--- src/rtl/freq_meter.sv ---
// freq_meter: measures period and high time of a slow monitored signal in
// system-clock cycles, and classifies the period against the standard rates
// (0.5 Hz, 1 Hz, 2 Hz, 4 Hz, 10 kHz). A missing rising edge for TIMEOUT
// cycles raises a sticky timeout flag. The flag clears on the next
// completed measurement.
//
// Pipeline (signal_i first sampled high at clock edge N):
//   edge N   : sync_q[0] captures the high level
//   edge N+1 : sync_q[1] high, rise decoded against sync_q[2]
//   edge N+2 : counts captured into cap_*_q, event strobe raised
//   edge N+3 : outputs and classification registered, valid_o high
// The timeout path uses the same two stages, so timeout_o rises exactly
// TIMEOUT cycles after the valid_o of the last rise.

module freq_meter #(
    parameter int                     COUNT_WIDTH = 28,
    parameter logic [COUNT_WIDTH-1:0] TIMEOUT     = 28'd250000000,
    parameter int                     TOL_SHIFT   = 6,
    parameter logic [COUNT_WIDTH-1:0] NOM_05HZ    = 28'd200000000,
    parameter logic [COUNT_WIDTH-1:0] NOM_1HZ     = 28'd100000000,
    parameter logic [COUNT_WIDTH-1:0] NOM_2HZ     = 28'd50000000,
    parameter logic [COUNT_WIDTH-1:0] NOM_4HZ     = 28'd25000000,
    parameter logic [COUNT_WIDTH-1:0] NOM_10KHZ   = 28'd10000
) (
    input  logic                   clock_i,
    input  logic                   reset_i,
    input  logic                   signal_i,
    output logic [COUNT_WIDTH-1:0] period_o,
    output logic [COUNT_WIDTH-1:0] high_o,
    output logic [4:0]             match_o,
    output logic                   valid_o,
    output logic                   timeout_o
);

    // Measurement FSM states
    localparam logic ST_IDLE    = 1'b0;
    localparam logic ST_MEASURE = 1'b1;

    localparam logic [COUNT_WIDTH-1:0] CNT_ZERO = {COUNT_WIDTH{1'b0}};
    localparam logic [COUNT_WIDTH-1:0] CNT_ONE  = {{(COUNT_WIDTH-1){1'b0}}, 1'b1};

    // True when cnt lies within nom +/- (nom >> TOL_SHIFT). The magnitude
    // difference is formed one bit wider than the counters so it never wraps.
    function automatic logic rate_match(
        input logic [COUNT_WIDTH-1:0] cnt,
        input logic [COUNT_WIDTH-1:0] nom
    );
        logic [COUNT_WIDTH:0] diff;
        logic [COUNT_WIDTH:0] tol;
        if (cnt >= nom) begin
            diff = {1'b0, cnt} - {1'b0, nom};
        end else begin
            diff = {1'b0, nom} - {1'b0, cnt};
        end
        tol = {1'b0, (nom >> TOL_SHIFT)};
        return (diff <= tol);
    endfunction

    // One-hot rate classification, bits {10kHz, 4Hz, 2Hz, 1Hz, 0.5Hz}
    function automatic logic [4:0] classify(input logic [COUNT_WIDTH-1:0] cnt);
        return {rate_match(cnt, NOM_10KHZ),
                rate_match(cnt, NOM_4HZ),
                rate_match(cnt, NOM_2HZ),
                rate_match(cnt, NOM_1HZ),
                rate_match(cnt, NOM_05HZ)};
    endfunction

    // Synchronizer / edge-detect chain: [0]=sync1, [1]=sync2, [2]=sync3
    logic [2:0]             sync_d, sync_q;
    logic                   rise_s, fall_s, level_s;

    // Measurement state and counters
    logic                   state_d, state_q;
    logic [COUNT_WIDTH-1:0] pcnt_d, pcnt_q;
    logic [COUNT_WIDTH-1:0] hcnt_d, hcnt_q;
    logic                   hfell_d, hfell_q;

    // Captured measurement and event strobes feeding the output stage
    logic [COUNT_WIDTH-1:0] cap_period_d, cap_period_q;
    logic [COUNT_WIDTH-1:0] cap_high_d, cap_high_q;
    logic                   evt_meas_d, evt_meas_q;
    logic                   evt_tmo_d, evt_tmo_q;

    // Output registers
    logic [COUNT_WIDTH-1:0] period_d, period_q;
    logic [COUNT_WIDTH-1:0] high_d, high_q;
    logic [4:0]             match_d, match_q;
    logic                   valid_d, valid_q;
    logic                   timeout_d, timeout_q;

    // Shift the asynchronous input into the synchronizer chain and decode edges
    always_comb begin
        sync_d  = {sync_q[1:0], signal_i};
        level_s = sync_q[1];
        rise_s  = sync_q[1] & ~sync_q[2];
        fall_s  = ~sync_q[1] & sync_q[2];
    end

    // Synchronizer and edge-detect flops
    always_ff @(posedge clock_i or negedge reset_i) begin
        if (!reset_i) begin
            sync_q <= 3'b000;
        end else begin
            sync_q <= sync_d;
        end
    end

    // Measurement FSM: runs the period/high counters and decides when a
    // measurement completes or is lost to timeout
    always_comb begin
        state_d      = state_q;
        pcnt_d       = pcnt_q;
        hcnt_d       = hcnt_q;
        hfell_d      = hfell_q;
        cap_period_d = cap_period_q;
        cap_high_d   = cap_high_q;
        evt_meas_d   = 1'b0;
        evt_tmo_d    = 1'b0;
        case (state_q)
            ST_IDLE: begin
                if (rise_s) begin
                    // First rise only arms the block
                    state_d = ST_MEASURE;
                    pcnt_d  = CNT_ONE;
                    hcnt_d  = CNT_ONE;
                    hfell_d = 1'b0;
                end else begin
                    pcnt_d  = CNT_ZERO;
                    hcnt_d  = CNT_ZERO;
                    hfell_d = 1'b0;
                end
            end
            ST_MEASURE: begin
                if (rise_s) begin
                    // Rise wins over a coincident timeout
                    evt_meas_d   = 1'b1;
                    cap_period_d = pcnt_q;
                    cap_high_d   = hcnt_q;
                    pcnt_d       = CNT_ONE;
                    hcnt_d       = CNT_ONE;
                    hfell_d      = 1'b0;
                end else if (pcnt_q == TIMEOUT) begin
                    evt_tmo_d = 1'b1;
                    state_d   = ST_IDLE;
                    pcnt_d    = CNT_ZERO;
                    hcnt_d    = CNT_ZERO;
                    hfell_d   = 1'b0;
                end else begin
                    // pcnt never passes TIMEOUT here, so it cannot wrap
                    pcnt_d = pcnt_q + CNT_ONE;
                    if (fall_s) begin
                        hfell_d = 1'b1;
                    end else if (level_s && !hfell_q) begin
                        hcnt_d = hcnt_q + CNT_ONE;
                    end else begin
                        hcnt_d = hcnt_q;
                    end
                end
            end
            default: begin
                state_d = ST_IDLE;
                pcnt_d  = CNT_ZERO;
                hcnt_d  = CNT_ZERO;
                hfell_d = 1'b0;
            end
        endcase
    end

    // Measurement FSM, counter and capture flops
    always_ff @(posedge clock_i or negedge reset_i) begin
        if (!reset_i) begin
            state_q      <= ST_IDLE;
            pcnt_q       <= CNT_ZERO;
            hcnt_q       <= CNT_ZERO;
            hfell_q      <= 1'b0;
            cap_period_q <= CNT_ZERO;
            cap_high_q   <= CNT_ZERO;
            evt_meas_q   <= 1'b0;
            evt_tmo_q    <= 1'b0;
        end else begin
            state_q      <= state_d;
            pcnt_q       <= pcnt_d;
            hcnt_q       <= hcnt_d;
            hfell_q      <= hfell_d;
            cap_period_q <= cap_period_d;
            cap_high_q   <= cap_high_d;
            evt_meas_q   <= evt_meas_d;
            evt_tmo_q    <= evt_tmo_d;
        end
    end

    // Output stage: publish a captured measurement with its classification,
    // or clear the results and flag a lost signal
    always_comb begin
        period_d  = period_q;
        high_d    = high_q;
        match_d   = match_q;
        timeout_d = timeout_q;
        valid_d   = 1'b0;
        if (evt_meas_q) begin
            period_d  = cap_period_q;
            high_d    = cap_high_q;
            match_d   = classify(cap_period_q);
            valid_d   = 1'b1;
            timeout_d = 1'b0;
        end else if (evt_tmo_q) begin
            period_d  = CNT_ZERO;
            high_d    = CNT_ZERO;
            match_d   = 5'b00000;
            timeout_d = 1'b1;
        end else begin
            valid_d = 1'b0;
        end
    end

    // Output flops
    always_ff @(posedge clock_i or negedge reset_i) begin
        if (!reset_i) begin
            period_q  <= CNT_ZERO;
            high_q    <= CNT_ZERO;
            match_q   <= 5'b00000;
            valid_q   <= 1'b0;
            timeout_q <= 1'b0;
        end else begin
            period_q  <= period_d;
            high_q    <= high_d;
            match_q   <= match_d;
            valid_q   <= valid_d;
            timeout_q <= timeout_d;
        end
    end

    assign period_o  = period_q;
    assign high_o    = high_q;
    assign match_o   = match_q;
    assign valid_o   = valid_q;
    assign timeout_o = timeout_q;

endmodule
--- config.mk ---
export PLATFORM = sky130hd
export DESIGN_NAME = freq_meter
export DESIGN_NICKNAME = d
export VERILOG_FILES = /design/src/rtl/freq_meter.sv
export SDC_FILE = /design/constraint.sdc
export NUM_CORES = 1
export LEC_CHECK = 0
export CAP_MARGIN = 30
export CORE_MARGIN = 1.5
export CORE_UTILIZATION = 30
export CTS_CLUSTER_DIAMETER = 100
export DETAILED_ROUTE_END_ITERATION = 6
export GPL_TIMING_DRIVEN = 0
export MAX_ROUTING_LAYER = met4
export SYNTH_ARGS = -nofsm -noshare
export SYNTH_HDL_FRONTEND = slang
export SYNTH_SLANG_ARGS = --single-unit
--- constraint.sdc ---
create_clock -name clock_i -period 9.91 [get_ports clock_i]
set_clock_uncertainty 0.2 [all_clocks]
set_input_delay 1.4865 -clock clock_i [delete_from_list [all_inputs] [get_ports clock_i]]
set_output_delay 1.4865 -clock clock_i [all_outputs]
set_load 0.1 [all_outputs]
# Word level (Yosys, flattened, before mapping)
# Index checks and enable logic that the tools add are counted.
[word_totals] reg_bits=182 input_bits=3 elab_cells=89
[classes] addsub=12 order_cmp=10 eq_ne=4 muxes=39 n_bitwise=5 n_reduce_logical=5
[op_table] operator="2-to-1 mux 29 bit" count=10
[op_table] operator="2-to-1 mux 28 bit" count=9
[op_table] operator="case mux 28 bit (2 select lines)" count=2
[op_table] operator="adder 28 x 1 -> 28 bit, second input constant" count=2
[op_table] operator="less-or-equal comparator 29 x 19 -> 1 bit, second input constant" count=1
[op_table] operator="less-or-equal comparator 29 x 20 -> 1 bit, second input constant" count=1
[op_table] operator="less-or-equal comparator 29 x 21 -> 1 bit, second input constant" count=1
[op_table] operator="less-or-equal comparator 29 x 22 -> 1 bit, second input constant" count=1
[op_table] operator="less-or-equal comparator 29 x 8 -> 1 bit, second input constant" count=1
[op_table] operator="subtractor 14 x 28 -> 29 bit, first input constant" count=1
[op_table] operator="subtractor 25 x 28 -> 29 bit, first input constant" count=1
[op_table] operator="subtractor 26 x 28 -> 29 bit, first input constant" count=1
[op_table] operator="subtractor 27 x 28 -> 29 bit, first input constant" count=1
[op_table] operator="subtractor 28 x 14 -> 29 bit, second input constant" count=1
[op_table] operator="subtractor 28 x 25 -> 29 bit, second input constant" count=1
[op_table] operator="subtractor 28 x 26 -> 29 bit, second input constant" count=1
[op_table] operator="subtractor 28 x 27 -> 29 bit, second input constant" count=1
[op_table] operator="subtractor 28 x 28 -> 29 bit, first input constant" count=1
[op_table] operator="subtractor 28 x 28 -> 29 bit, second input constant" count=1
[op_table] operator="equality test 28 bit, second input constant" count=1
[op_table] operator="greater-or-equal comparator 28 x 14 -> 1 bit, second input constant" count=1
[op_table] operator="greater-or-equal comparator 28 x 25 -> 1 bit, second input constant" count=1
[op_table] operator="greater-or-equal comparator 28 x 26 -> 1 bit, second input constant" count=1
[op_table] operator="greater-or-equal comparator 28 x 27 -> 1 bit, second input constant" count=1
[op_table] operator="12 further kinds" count=32

# Longest topological paths before layout
[depth] ltp_word=7 depth_mapped=15

# Least setup slack after synthesis
# No wires, ideal clock.
[synth_path] path_kind="flip-flop to flip-flop" start="register cap_period_q[10]" end="register match_q[2], in the netlist match_o[2]" setup_time_ps=135 t_arrival_ps=3466 t_required_ps=9575 setup_slack_ps=6109 path_stages_with_launch=15 n_path_buf=3 synth_period_minus_slack_ps=3801 path_cell_list="dfrtp_1 -> clkbuf_1 -> clkinv_1 -> ha_1 -> clkbuf_1 -> nor2b_1 -> a2111oi_0 -> o21ai_1 -> and2_0 -> clkbuf_1 -> o21ai_0 -> xnor2_1 -> a31oi_1 -> a2111oi_0 -> o31ai_1"
[synth_via] elab_chain_cells=5
[synth_lines] item="from (decl)" line="79" text="logic [COUNT_WIDTH-1:0] cap_period_d, cap_period_q;"
[synth_lines] item="from (signal assigned)" line="185" text="cap_period_q <= cap_period_d;"
[synth_lines] item="subtractor 26 x 28 -> 29 bit (tied with other cells)" line="53" text="diff = {1'b0, nom} - {1'b0, cnt};"
[synth_lines] item="2-to-1 mux 29 bit (*)" line="50" text="if (cnt >= nom) begin"
[synth_lines] item="2-to-1 mux 29 bit (*)" line="200" text="if (evt_meas_q) begin"
[synth_lines] item="less-or-equal comparator 29 x 20 -> 1 bit (*)" line="56" text="return (diff <= tol);"
[synth_lines] item="2-to-1 mux 5 bit (*)" line="200"
[synth_lines] item="to (signal assigned)" line="227" text="match_q <= match_d;"
[synth_lines] item="to (decl)" line="87" text="logic [4:0] match_d, match_q;"
# Mark *: on every way between the ends. The rest lies on a longest branch, timed or not. The select of a mux whose other input is x is not followed.
# A chain may end at the register's enable or synchronous reset.

# Worst setup path after layout
# Same ends and word-level chain as after synthesis.

==> qor.txt <==
DIE WIDTH = 211 microns
Filler cells = 4428
most common flop cell mapped by yosys = dfrtp_1
CTS clk-pin slew, worst paths = 90 ps
Net Switching = 688 uW
Final Setup Violations = 0
# DRC = 10
Synth Warn # = 0
Sw Ratio = 35.4%
cell mode on critical path = clkbuf_1
Final period util = 62.7%
Pleak = 0.00611 uW
worst slew pin tran = 1200 ps
fmax = 161 MHz
starting density of the core = 30.6%
delay-heaviest family, CP = compound AO/OA/AOI/OAI gates
hold_sp = sync_q[0]$_DFF_PN0_
reg-to-reg endpoint = match_o[2]$_DFFE_PN0P_
synthesized instance count = 1515
Worst Path Required = 10060 ps
post-route insts no fill = 2160
PwrDens = 130 nW/um^2
Critical Path Source Type = flip-flop
clock share of power = 36.1%
R2R cell count = 15
Worst Path Max Fanout = 10
grt total ovfl = 0
CTS root buf = clkbuf_16
CTS tree = yes
Placed Instances = 2127
FP Rows = 75
Max-Cap Viols = 0
All-Layer GR Usage = 24.4%
number of global-route vias before repair = 12700
crit-path cells = clkbuf_1, clkinv_1, ha_1, clkbuf_1, nor2b_1, a2111oi_0, o21ai_1, and2_0, clkbuf_1, a31o_2, xnor2_1, nand4_1, a2111oi_1, buf_2, o31ai_1
Comb power frac = 21.7%
RSZ-0062 raised after global routing = no
hold crit path type = reg2reg
Clk Latency, worst-skew pair = 460 ps
Core ar. = 42200 sq um
share of total power in sequential cells = 42.2%
CP bufs+invs = 5
dpl hpwl = 39700 microns
peak supply drop = 0.127 mV
initial antenna violation count = 0
final hold violations = 0
Routed Antenna Nets = 0
Worst path slowest cell = a2111oi_0
IO Count = 66
CP max stage delay = 700 ps
DR iter-0 viols = 1335
Detailed Route WL = 52600 microns
hold path depth = 0
critical path data arrival time = 6370 ps
failing checks = design-rule violations
die area = 44400 sq um
CP Class = reg2reg
setup TNS = 0 ps
Slew HR = 19.5%
Clock H-tree levels = 4
number of synthesized flops with an enable pin = 0
Setup Buffers After CTS = 0
r2r setup slk = 3700 ps
vias per cell = 5.98
#FFs+latches synth = 182
register area share after synthesis = 35.2%
Synth-to-Final Area Change = 15.6%
pre-CTS setup slack = 3890 ps
final net count = 1641
post-synth net total = 1549
total number of vias = 12900
Worst Setup End Kind = flip-flop
Port Buffers = 65
Hold-fix buffers, CTS = 0
clock buffer depth = 2
First-pass DRT Iterations = 7
Die H = 211 microns
distinct cell type count after synthesis = 87
layout cells sized above 1 = 6.91%
asr flop ratio synth = 100%
total CTS buffers = 17
DR WL/cell = 24.3 microns
Mean Syn Cell Area = 8.54 sq um
Pint = 1250 uW
Crit Reg-Reg Startpoint = cap_period_q[10]$_DFFE_PN0P_
final slew viol count = 0
setup ws final = 3700 ps
Synth Cell Area = 12900 sq um
RD Place Congestion = 1.02
cts repair resizes = 0
CTS Sinks = 182
outcome = finished with violations
global-route wire length before repair = 79200 microns
WHS Endpoint = sync_q[1]$_DFF_PN0_
Tmin final = 6210 ps
largest net degree at the start of global routing = 106
-- worst register-to-register path: stages, from the launching register on --
cell and delay, ps:
dfrtp_1 600, clkbuf_1 480, clkinv_1 550, ha_1 370
clkbuf_1 270, nor2b_1 250, a2111oi_0 700, o21ai_1 520
and2_0 370, clkbuf_1 350, a31o_2 350, xnor2_1 130
nand4_1 200, a2111oi_1 450, buf_2 260, o31ai_1 90
-- synth_stat cells (12+ instances only) --
library cell,instances,area (sq um)
nor2_1,129,484
o21ai_0,107,536
and3_1,26,163
a31oi_1,23,144
mux2_2,36,405
and2_1,12,75.1
nand3_1,47,235
inv_1,26,97.6
nor4_1,31,194
nand2b_1,19,119
o31ai_1,14,105
or3_1,18,113
o211ai_1,13,97.6
xor2_1,38,333
a22o_1,55,482
ha_1,31,388
nor3_1,37,185
mux2i_1,22,220
nand4_1,28,175
nand2_1,129,484
buf_1,21,78.8
a21oi_1,82,410
dfrtp_1,182,4550
and4_1,12,105
xnor2_1,70,613
clkbuf_1,84,315
-- per-stage QoR --
step	power (uW)	util, %	instance area, sq um	hold WS [ps]
6_report	1940	35.4	15000	152
5_1_grt	2020	35.4	14900	174
4_1_cts	1950	35.4	14900	153
3_5_place_dp	1240	34.0	14300	137
3_3_place_gp	1240	33.8	14300	136
2_1_floorplan	1110	-	12900	131
-- flip-flops by register name, indices dropped and copies added, names as in the netlist --
| name | cells |
|---|---|
| sync_q | 3 |
| hcnt_q | 28 |
| cap_high_q | 28 |
| state_q | 1 |
| evt_tmo_q | 1 |
| timeout_o | 1 |
| hfell_q | 1 |
| match_o | 5 |
| valid_o | 1 |
| period_o | 28 |
| evt_meas_q | 1 |
| high_o | 28 |
| pcnt_q | 28 |
| cap_period_q | 28 |
-- placed cells by master, fill, tap and decap left out, types with 36 or more instances in the layout --
master / netlist / final
a21oi_1: 82 / 82
clkbuf_1: 84 / 84
a22o_1: 55 / 55
xnor2_1: 70 / 70
o21ai_0: 107 / 107
mux2_2: 36 / 36
nand3_1: 47 / 47
dfrtp_1: 182 / 182
nor2_1: 129 / 129
nand2_1: 129 / 129
nor3_1: 37 / 37
xor2_1: 38 / 38
clkdlybuf4s50_1: 0 / 64
-- power by group through the flow --
stage	clock network (uW)	registers [uW]	logic, uW
detailed placement	0	833	412
global placement	0	833	406
floorplan	0	912	197
finish	700	819	421
global route	743	825	453
CTS	715	818	415
-- cell type report --
class	instances	area (sq um)	share of cell area [%]
multi-input combinational	1181	7790	52.1
sequential	182	4550	30.5
timing repair buffer	73	733	4.90
tap	539	674	4.51
buffer	116	455	3.05
clock buffer	19	453	3.03
clock inverter	13	153	1.02
inverter	36	135	0.904
antenna	1	2.50	0.0167
-- cell families (layout without fill, tap and decap cells) --
kind of cell	after synthesis	in the layout	synth area share [%]
AND/OR/NAND/NOR	554	554	22.2
AO/OA/AOI/OAI	429	429	22.8
flip-flops	182	182	35.2
buffers and inverters	152	257	4.57
XOR/XNOR	108	108	7.31
multiplexers	59	59	4.95
adder cells (fa/ha/maj)	31	31	3.00
other	0	1	0
-- routing by layer --
layer / part of all wire, % / track usage, % / vias to the layer above
li1: - / - / 5794
met1: 43 / 31.1 / 6349
met2: 45 / 37.9 / 618
met3: 6.3 / 3.75 / 159
met4: 5.3 / 12.1 / 0
met5: 0 / - / -
-- how the worst max path moves through the flow --
stage                         endpoint  slack (ps)                          from  cells past startpoint
6_report        match_o[2]$_DFFE_PN0P_        3700  cap_period_q[10]$_DFFE_PN0P_                     15
2_1_floorplan   match_o[2]$_DFFE_PN0P_        6110  cap_period_q[10]$_DFFE_PN0P_                     14
5_1_grt         match_o[2]$_DFFE_PN0P_        3410  cap_period_q[10]$_DFFE_PN0P_                     15
4_1_cts         match_o[2]$_DFFE_PN0P_        3890  cap_period_q[10]$_DFFE_PN0P_                     15
3_5_place_dp    match_o[2]$_DFFE_PN0P_        3890  cap_period_q[10]$_DFFE_PN0P_                     15
3_3_place_gp   period_o[7]$_DFFE_PN0P_        -670                       reset_i                      1
(Power assumes the default switching activity.)
